`src/rtl/rgb_keystream_cipher.sv`:
```
// rgb_keystream_cipher
//   Consumer end of an RGB keystream: key triples {R,G,B} are captured on each
//   key_ready strobe into a small FIFO. One key triple is XORed into each pixel
//   of a framed valid/ready pixel stream. XOR is its own inverse, so the same
//   block encrypts and decrypts.
//
//   Optional feature macro: CIPHER_CHAIN_EN
//     When defined, every pixel is also XORed with a 24-bit chaining register C
//     (cleared at start). Encrypt feeds C from the output word, decrypt feeds C
//     from the input word, so a decrypt pass undoes an encrypt pass.
//     When undefined, the decrypt input is ignored and no chain register exists.
module rgb_keystream_cipher #(
  parameter int KEY_DEPTH = 8,
  parameter int FRAME_W   = 16
) (
  input  logic                         clk,
  input  logic                         rst,
  input  logic                         key_ready,
  input  logic [7:0]                   key_r,
  input  logic [7:0]                   key_g,
  input  logic [7:0]                   key_b,
  input  logic                         start,
  input  logic [FRAME_W-1:0]           frame_len,
  input  logic                         decrypt,
  input  logic                         pix_valid,
  output logic                         pix_ready,
  input  logic [7:0]                   pix_r,
  input  logic [7:0]                   pix_g,
  input  logic [7:0]                   pix_b,
  output logic                         out_valid,
  input  logic                         out_ready,
  output logic [7:0]                   out_r,
  output logic [7:0]                   out_g,
  output logic [7:0]                   out_b,
  output logic                         busy,
  output logic                         done,
  output logic                         key_overflow,
  output logic [$clog2(KEY_DEPTH):0]   key_level
);

  localparam int PTR_W = $clog2(KEY_DEPTH);
  localparam int LVL_W = PTR_W + 1;

  localparam logic [1:0] S_IDLE = 2'd0;
  localparam logic [1:0] S_RUN  = 2'd1;
  localparam logic [1:0] S_DONE = 2'd2;

  // Three-way XOR of pixel, key and chain words.
  function automatic logic [23:0] cipher_word(input logic [23:0] pix,
                                              input logic [23:0] key,
                                              input logic [23:0] chain);
    return pix ^ key ^ chain;
  endfunction

  // Key FIFO storage and pointers
  logic [23:0]       key_mem_q [KEY_DEPTH];
  logic [PTR_W-1:0]  wr_ptr_q, wr_ptr_d;
  logic [PTR_W-1:0]  rd_ptr_q, rd_ptr_d;
  logic [LVL_W-1:0]  level_q, level_d;
  logic              fifo_full;
  logic              fifo_empty;
  logic              push;
  logic              pop;
  logic [23:0]       key_word;

  // Frame control
  logic [1:0]         state_q, state_d;
  logic [FRAME_W-1:0] remaining_q, remaining_d;
  logic               done_q, done_d;
  logic               overflow_q, overflow_d;

  // Output register
  logic               out_valid_q, out_valid_d;
  logic [23:0]        out_data_q, out_data_d;

  // Datapath
  logic [23:0]        pix_word;
  logic [23:0]        chain_word;
  logic [23:0]        result_word;
  logic               fire;
  logic               out_free;

`ifdef CIPHER_CHAIN_EN
  logic [23:0]        chain_q, chain_d;
  logic               decrypt_q, decrypt_d;
  assign chain_word = chain_q;
`else
  logic               unused_decrypt;
  assign unused_decrypt = decrypt;
  assign chain_word     = 24'd0;
`endif

  assign fifo_full   = (level_q == LVL_W'(KEY_DEPTH));
  assign fifo_empty  = (level_q == '0);
  assign key_word    = key_mem_q[rd_ptr_q];
  assign pix_word    = {pix_r, pix_g, pix_b};
  assign result_word = cipher_word(pix_word, key_word, chain_word);

  // The output slot can take a new pixel when it is empty or draining this cycle.
  assign out_free  = !out_valid_q || out_ready;
  assign pix_ready = (state_q == S_RUN) && out_free && !fifo_empty;
  assign fire      = pix_valid && pix_ready;
  assign pop       = fire;
  // A full FIFO still accepts a key when a pop frees a slot in the same cycle.
  assign push      = key_ready && (!fifo_full || pop);

  // Next-state logic for FIFO bookkeeping, frame FSM and output register
  always_comb begin
    state_d     = state_q;
    remaining_d = remaining_q;
    done_d      = 1'b0;
    overflow_d  = overflow_q;
    out_valid_d = out_valid_q;
    out_data_d  = out_data_q;
    wr_ptr_d    = wr_ptr_q;
    rd_ptr_d    = rd_ptr_q;
    level_d     = level_q;
`ifdef CIPHER_CHAIN_EN
    chain_d     = chain_q;
    decrypt_d   = decrypt_q;
`endif

    if (out_valid_q && out_ready) begin
      out_valid_d = 1'b0;
    end

    case (state_q)
      S_IDLE: begin
        if (start) begin
          overflow_d = 1'b0;
          if (frame_len != '0) begin
            remaining_d = frame_len;
            state_d     = S_RUN;
`ifdef CIPHER_CHAIN_EN
            chain_d     = 24'd0;
            decrypt_d   = decrypt;
`endif
          end else begin
            state_d = S_DONE;
          end
        end
      end
      S_RUN: begin
        if (fire) begin
          out_data_d  = result_word;
          out_valid_d = 1'b1;
          remaining_d = remaining_q - FRAME_W'(1);
`ifdef CIPHER_CHAIN_EN
          chain_d     = decrypt_q ? pix_word : result_word;
`endif
          if (remaining_q == FRAME_W'(1)) begin
            state_d = S_DONE;
          end
        end
      end
      S_DONE: begin
        // Hold off the done pulse until the final output word has been taken.
        if (out_free) begin
          done_d  = 1'b1;
          state_d = S_IDLE;
        end
      end
      default: begin
        state_d = S_IDLE;
      end
    endcase

    // A dropped key outranks a same-cycle clear so the loss is never hidden.
    if (key_ready && fifo_full && !pop) begin
      overflow_d = 1'b1;
    end

    if (push) begin
      wr_ptr_d = wr_ptr_q + PTR_W'(1);
    end
    if (pop) begin
      rd_ptr_d = rd_ptr_q + PTR_W'(1);
    end
    case ({push, pop})
      2'b10:   level_d = level_q + LVL_W'(1);
      2'b01:   level_d = level_q - LVL_W'(1);
      default: level_d = level_q;
    endcase
  end

  // State and control registers with synchronous reset
  always_ff @(posedge clk) begin
    if (rst) begin
      state_q     <= S_IDLE;
      remaining_q <= '0;
      done_q      <= 1'b0;
      overflow_q  <= 1'b0;
      out_valid_q <= 1'b0;
      out_data_q  <= 24'd0;
      wr_ptr_q    <= '0;
      rd_ptr_q    <= '0;
      level_q     <= '0;
`ifdef CIPHER_CHAIN_EN
      chain_q     <= 24'd0;
      decrypt_q   <= 1'b0;
`endif
    end else begin
      state_q     <= state_d;
      remaining_q <= remaining_d;
      done_q      <= done_d;
      overflow_q  <= overflow_d;
      out_valid_q <= out_valid_d;
      out_data_q  <= out_data_d;
      wr_ptr_q    <= wr_ptr_d;
      rd_ptr_q    <= rd_ptr_d;
      level_q     <= level_d;
`ifdef CIPHER_CHAIN_EN
      chain_q     <= chain_d;
      decrypt_q   <= decrypt_d;
`endif
    end
  end

  // Key storage write port; contents need no reset since level gates every read
  always_ff @(posedge clk) begin
    if (push && !rst) begin
      key_mem_q[wr_ptr_q] <= {key_r, key_g, key_b};
    end
  end

  assign out_valid    = out_valid_q;
  assign out_r        = out_data_q[23:16];
  assign out_g        = out_data_q[15:8];
  assign out_b        = out_data_q[7:0];
  assign busy         = (state_q != S_IDLE);
  assign done         = done_q;
  assign key_overflow = overflow_q;
  assign key_level    = level_q;

endmodule

```
`config.mk`:
```
export PLATFORM = sky130hd
export DESIGN_NAME = rgb_keystream_cipher
export DESIGN_NICKNAME = d
export VERILOG_FILES = /design/src/rtl/rgb_keystream_cipher.sv
export SDC_FILE = /design/constraint.sdc
export NUM_CORES = 1
export LEC_CHECK = 0
export ABC_AREA = 1
export BUFFER_PORTS_ARGS = -buffer_cell sky130_fd_sc_hd__buf_4
export CAP_MARGIN = 20
export CORE_UTILIZATION = 25
export CTS_CLUSTER_DIAMETER = 60
export DETAILED_ROUTE_END_ITERATION = 7
export GPL_ROUTABILITY_DRIVEN = 0
export PLACE_DENSITY_LB_ADDON = 0.25
export SLEW_MARGIN = 20
export SYNTH_ARGS = -nofsm -noshare
export SYNTH_HDL_FRONTEND = slang
export SYNTH_SLANG_ARGS = --single-unit
```
`constraint.sdc`:
```
create_clock -name clk -period 4.2 [get_ports clk]
set_input_delay 0.84 -clock clk [delete_from_list [all_inputs] [get_ports clk]]
set_output_delay 0.84 -clock clk [all_outputs]
set_load 0.005 [all_outputs]
```
==> results.yml <==
worst_setup_path:
  r2r_cells: 13
  r2r-start: "state_q[0]"
  cp_max_fo: 18
  required_ns: 4.45
  critical_path.endpoint_type: "register"
  path_cells: "inv_4 -> nor2_8 -> nand2_2 -> nor2_4 -> nand2_4 -> nand2_1 -> inv_1 -> nor2_2 -> inv_1 -> nor2_1 -> nand2_1 -> nor2_2 -> buf_12"
  critPathMaxStageDelay_ns: 0.52
  crit_slowest_cell: "dfxtp_1"
  r2r_end: "key_mem_q[1][9]"
  cp-start-kind: "register"
  reg2reg_setup_slack_ns: 1.13
  path_class: "register to register"
  arrival_ns: 3.32
route:
  drtIter0Drc: 426
  drc: 0
  wl_per_cell_um: 16.4
  ant_nets: 0
  dr.pass1.iters: 4
  routed-via-count: 7350
  drt-total-wl_um: 26900
  viasPerCell: 4.48
clock_network:
  cts_tree: "yes"
  cts_resized: 0
  numClockSinks: 250
  numCtsBuffers: 30
  post_cts_buffers: 0
  clkTransAtPathRegs_ns: 0.06
  cts.path.max_buffers: 3
  clk_latency_ns: 0.56
  cts.htree.levels: 1
  hold_buffers: 0
  cts-root-buf: "clkbuf_16"
floorplan:
  core_area_um2: 41200
  fp.dieW_um: 207
  dieHeight_um: 207
  floorplan.initialDensity: 0.256
  row_count: 74
  dieArea_um2: 43000
  ios: 104
logic_synthesis:
  synthArstFlopShare: 0
  synth_top_cell_area_share: 0.546
  synth_most_common_cell: "edfxtp_1"
  avgSynthCellArea_um2: 10.7
  synth_nets: 1058
  syn_inst: 982
  ys_seq_elements: 250
  yosys-top-cells-count: "192 x edfxtp_1, 185 x nor2_1, 146 x o21ai_0"
  synth-main-ff-cell: "edfxtp_1"
  synth_top_area_cell: "edfxtp_1"
  netlist-cell-type-count: 42
  syn-cell-area_um2: 10600
  ys.warnings.count: 0
  ys_seq_area_frac: 0.657
  synthTopCellsByArea: "edfxtp_1 55%, dfxtp_1 11%, o21ai_0 6.9%"
  synth-edff-count: 192
sta:
  fin_tns_setup_ns: 0
  maxSlewViolCount: 0
  finalCriticalPeriod_ns: 3.07
  final-hold-violation-count: 0
  worst_pin_slew_ns: 1.06
  fin_crit_sh: 0.730
  finClkSkew_ns: 0.0128
  setup_viol_count_final: 0
  timing.hold.ws_ns: 0.441
  rsz0062_at_grt: "no"
  setup_slack_ns: 1.13
  fmax_mhz: 326
  maxSlewHeadroom: 0.293
global_route:
  antenna_found_initial: 1
  track_usage: 0.124
  grt_pass1_wl_um: 41800
  grt_max_degree: 99
  overflow: 0
  grt_pass1_vias: 7098
pwr:
  power_density_nw_per_um2: 557
  vdd_drop_max_mv: 0.276
  p_leak_nw: 4.75
run_status:
  status: "finished, final reports clean"
placed_design:
  dp_hpwl_um: 16700
  dp.cells: 1585
  io_buffers: 102
  pre_cts_slack_ns: 1.06
run:
  timing.max_cap.violations: 0
finish:
  drive_gt1_frac: 0.177
  stdcell_count: 1642
  finalNetCount: 1161
  area_growth_pct: 22.9
  final_util: 0.315
hold_path:
  hold_class: "register to register"
  whs_path_depth: 1
  min-delay-start: "rd_ptr_q[2]"
-- cells by family after synthesis --
logic type	count (synthesis)	synth area share
xor gates and xnor gates	21	0.0174
AOI/OAI and AO/OA	271	0.151
adders and majority gates	5	0.00593
DFF	250	0.657
buffers and inverters	120	0.0454
and+or+nand+nor	315	0.124
-- area by class of cell --
cell class	count	area, um2
multi-input combinational	612	3170
inverter	70	268
sequential	250	6930
antenna	2	5.00
tap	532	666
fill	4181	28200
clock inverter	16	169
timing repair buffer	121	933
clock buffer	39	826
-- per-stage QoR --
step / total power (W) / area, um2
after floorplan: 0.00416 / 10600
after global placement: 0.00469 / 12000
after detailed placement: 0.00470 / 12000
after CTS: 0.00732 / 13000
after global routing: 0.00764 / 13000
final: 0.00723 / 13000
-- sequential cells by signal, summed over array words and instances (netlist names), 2 cells and up, named ones only --
| signal | flops |
|---|---|
| wr_ptr_q | 3 |
| state_q | 2 |
| key_level | 4 |
| remaining_q | 16 |
| out_data_q | 24 |
| rd_ptr_q | 3 |
| key_mem_q | 192 |
-- power breakdown --
part           total (W)  switching (W)  internal (W)
clock network    0.00259        0.00102       0.00157
logic            0.00163        0.00105      0.000584
registers        0.00300       0.000151       0.00285
-- cells in the final DEF, fill, tap and decap left out, drive strengths merged, types with 5 or more instances in the layout --
cell type	Yosys	final
nand4	6	6
o221ai	8	8
nor3	10	10
o21bai	19	19
buf	13	121
edfxtp	192	192
o21ai	156	156
xnor2	19	19
a21oi	34	34
nand2	81	81
dfxtp	58	58
o22ai	18	18
inv	68	69
nand3	24	24
ha	5	5
nor2	188	188
o211ai	32	32
clkinv	2	12
clkbuf	37	39
-- critical path, delay by kind of cell (launching register included) --
family / cells / cell delay, ns
buffers and inverters: 4 / 0.54
and+or+nand+nor: 9 / 1.67
DFF: 1 / 0.52
-- metal layers --
metal  part of all wire  routed length (um)  GRT usage
met2               0.46               12300      0.198
met1               0.48               12800      0.172
met3              0.052                1410     0.0275
met5            0.00033                   9          0
met4              0.016                 431     0.0270
-- worst max path at each step --
| stage | startpoint | end | slack [ns] | depth (start not counted) |
|---|---|---|---|---|
| 6_report | state_q[0] | key_mem_q[1][9] | 1.13 | 13 |
| 3_5_place_dp | out_ready | key_mem_q[1][22] | 1.06 | 14 |
| 2_1_floorplan | out_ready | key_mem_q[6][0] | 0.34 | 12 |
| 4_1_cts | state_q[0] | key_mem_q[1][19] | 1.10 | 13 |
| 5_1_grt | state_q[0] | key_mem_q[1][19] | 0.90 | 13 |
| 3_3_place_gp | out_ready | key_mem_q[1][14] | 1.03 | 14 |
No activity file was read; power rests on OpenSTA's default activity.
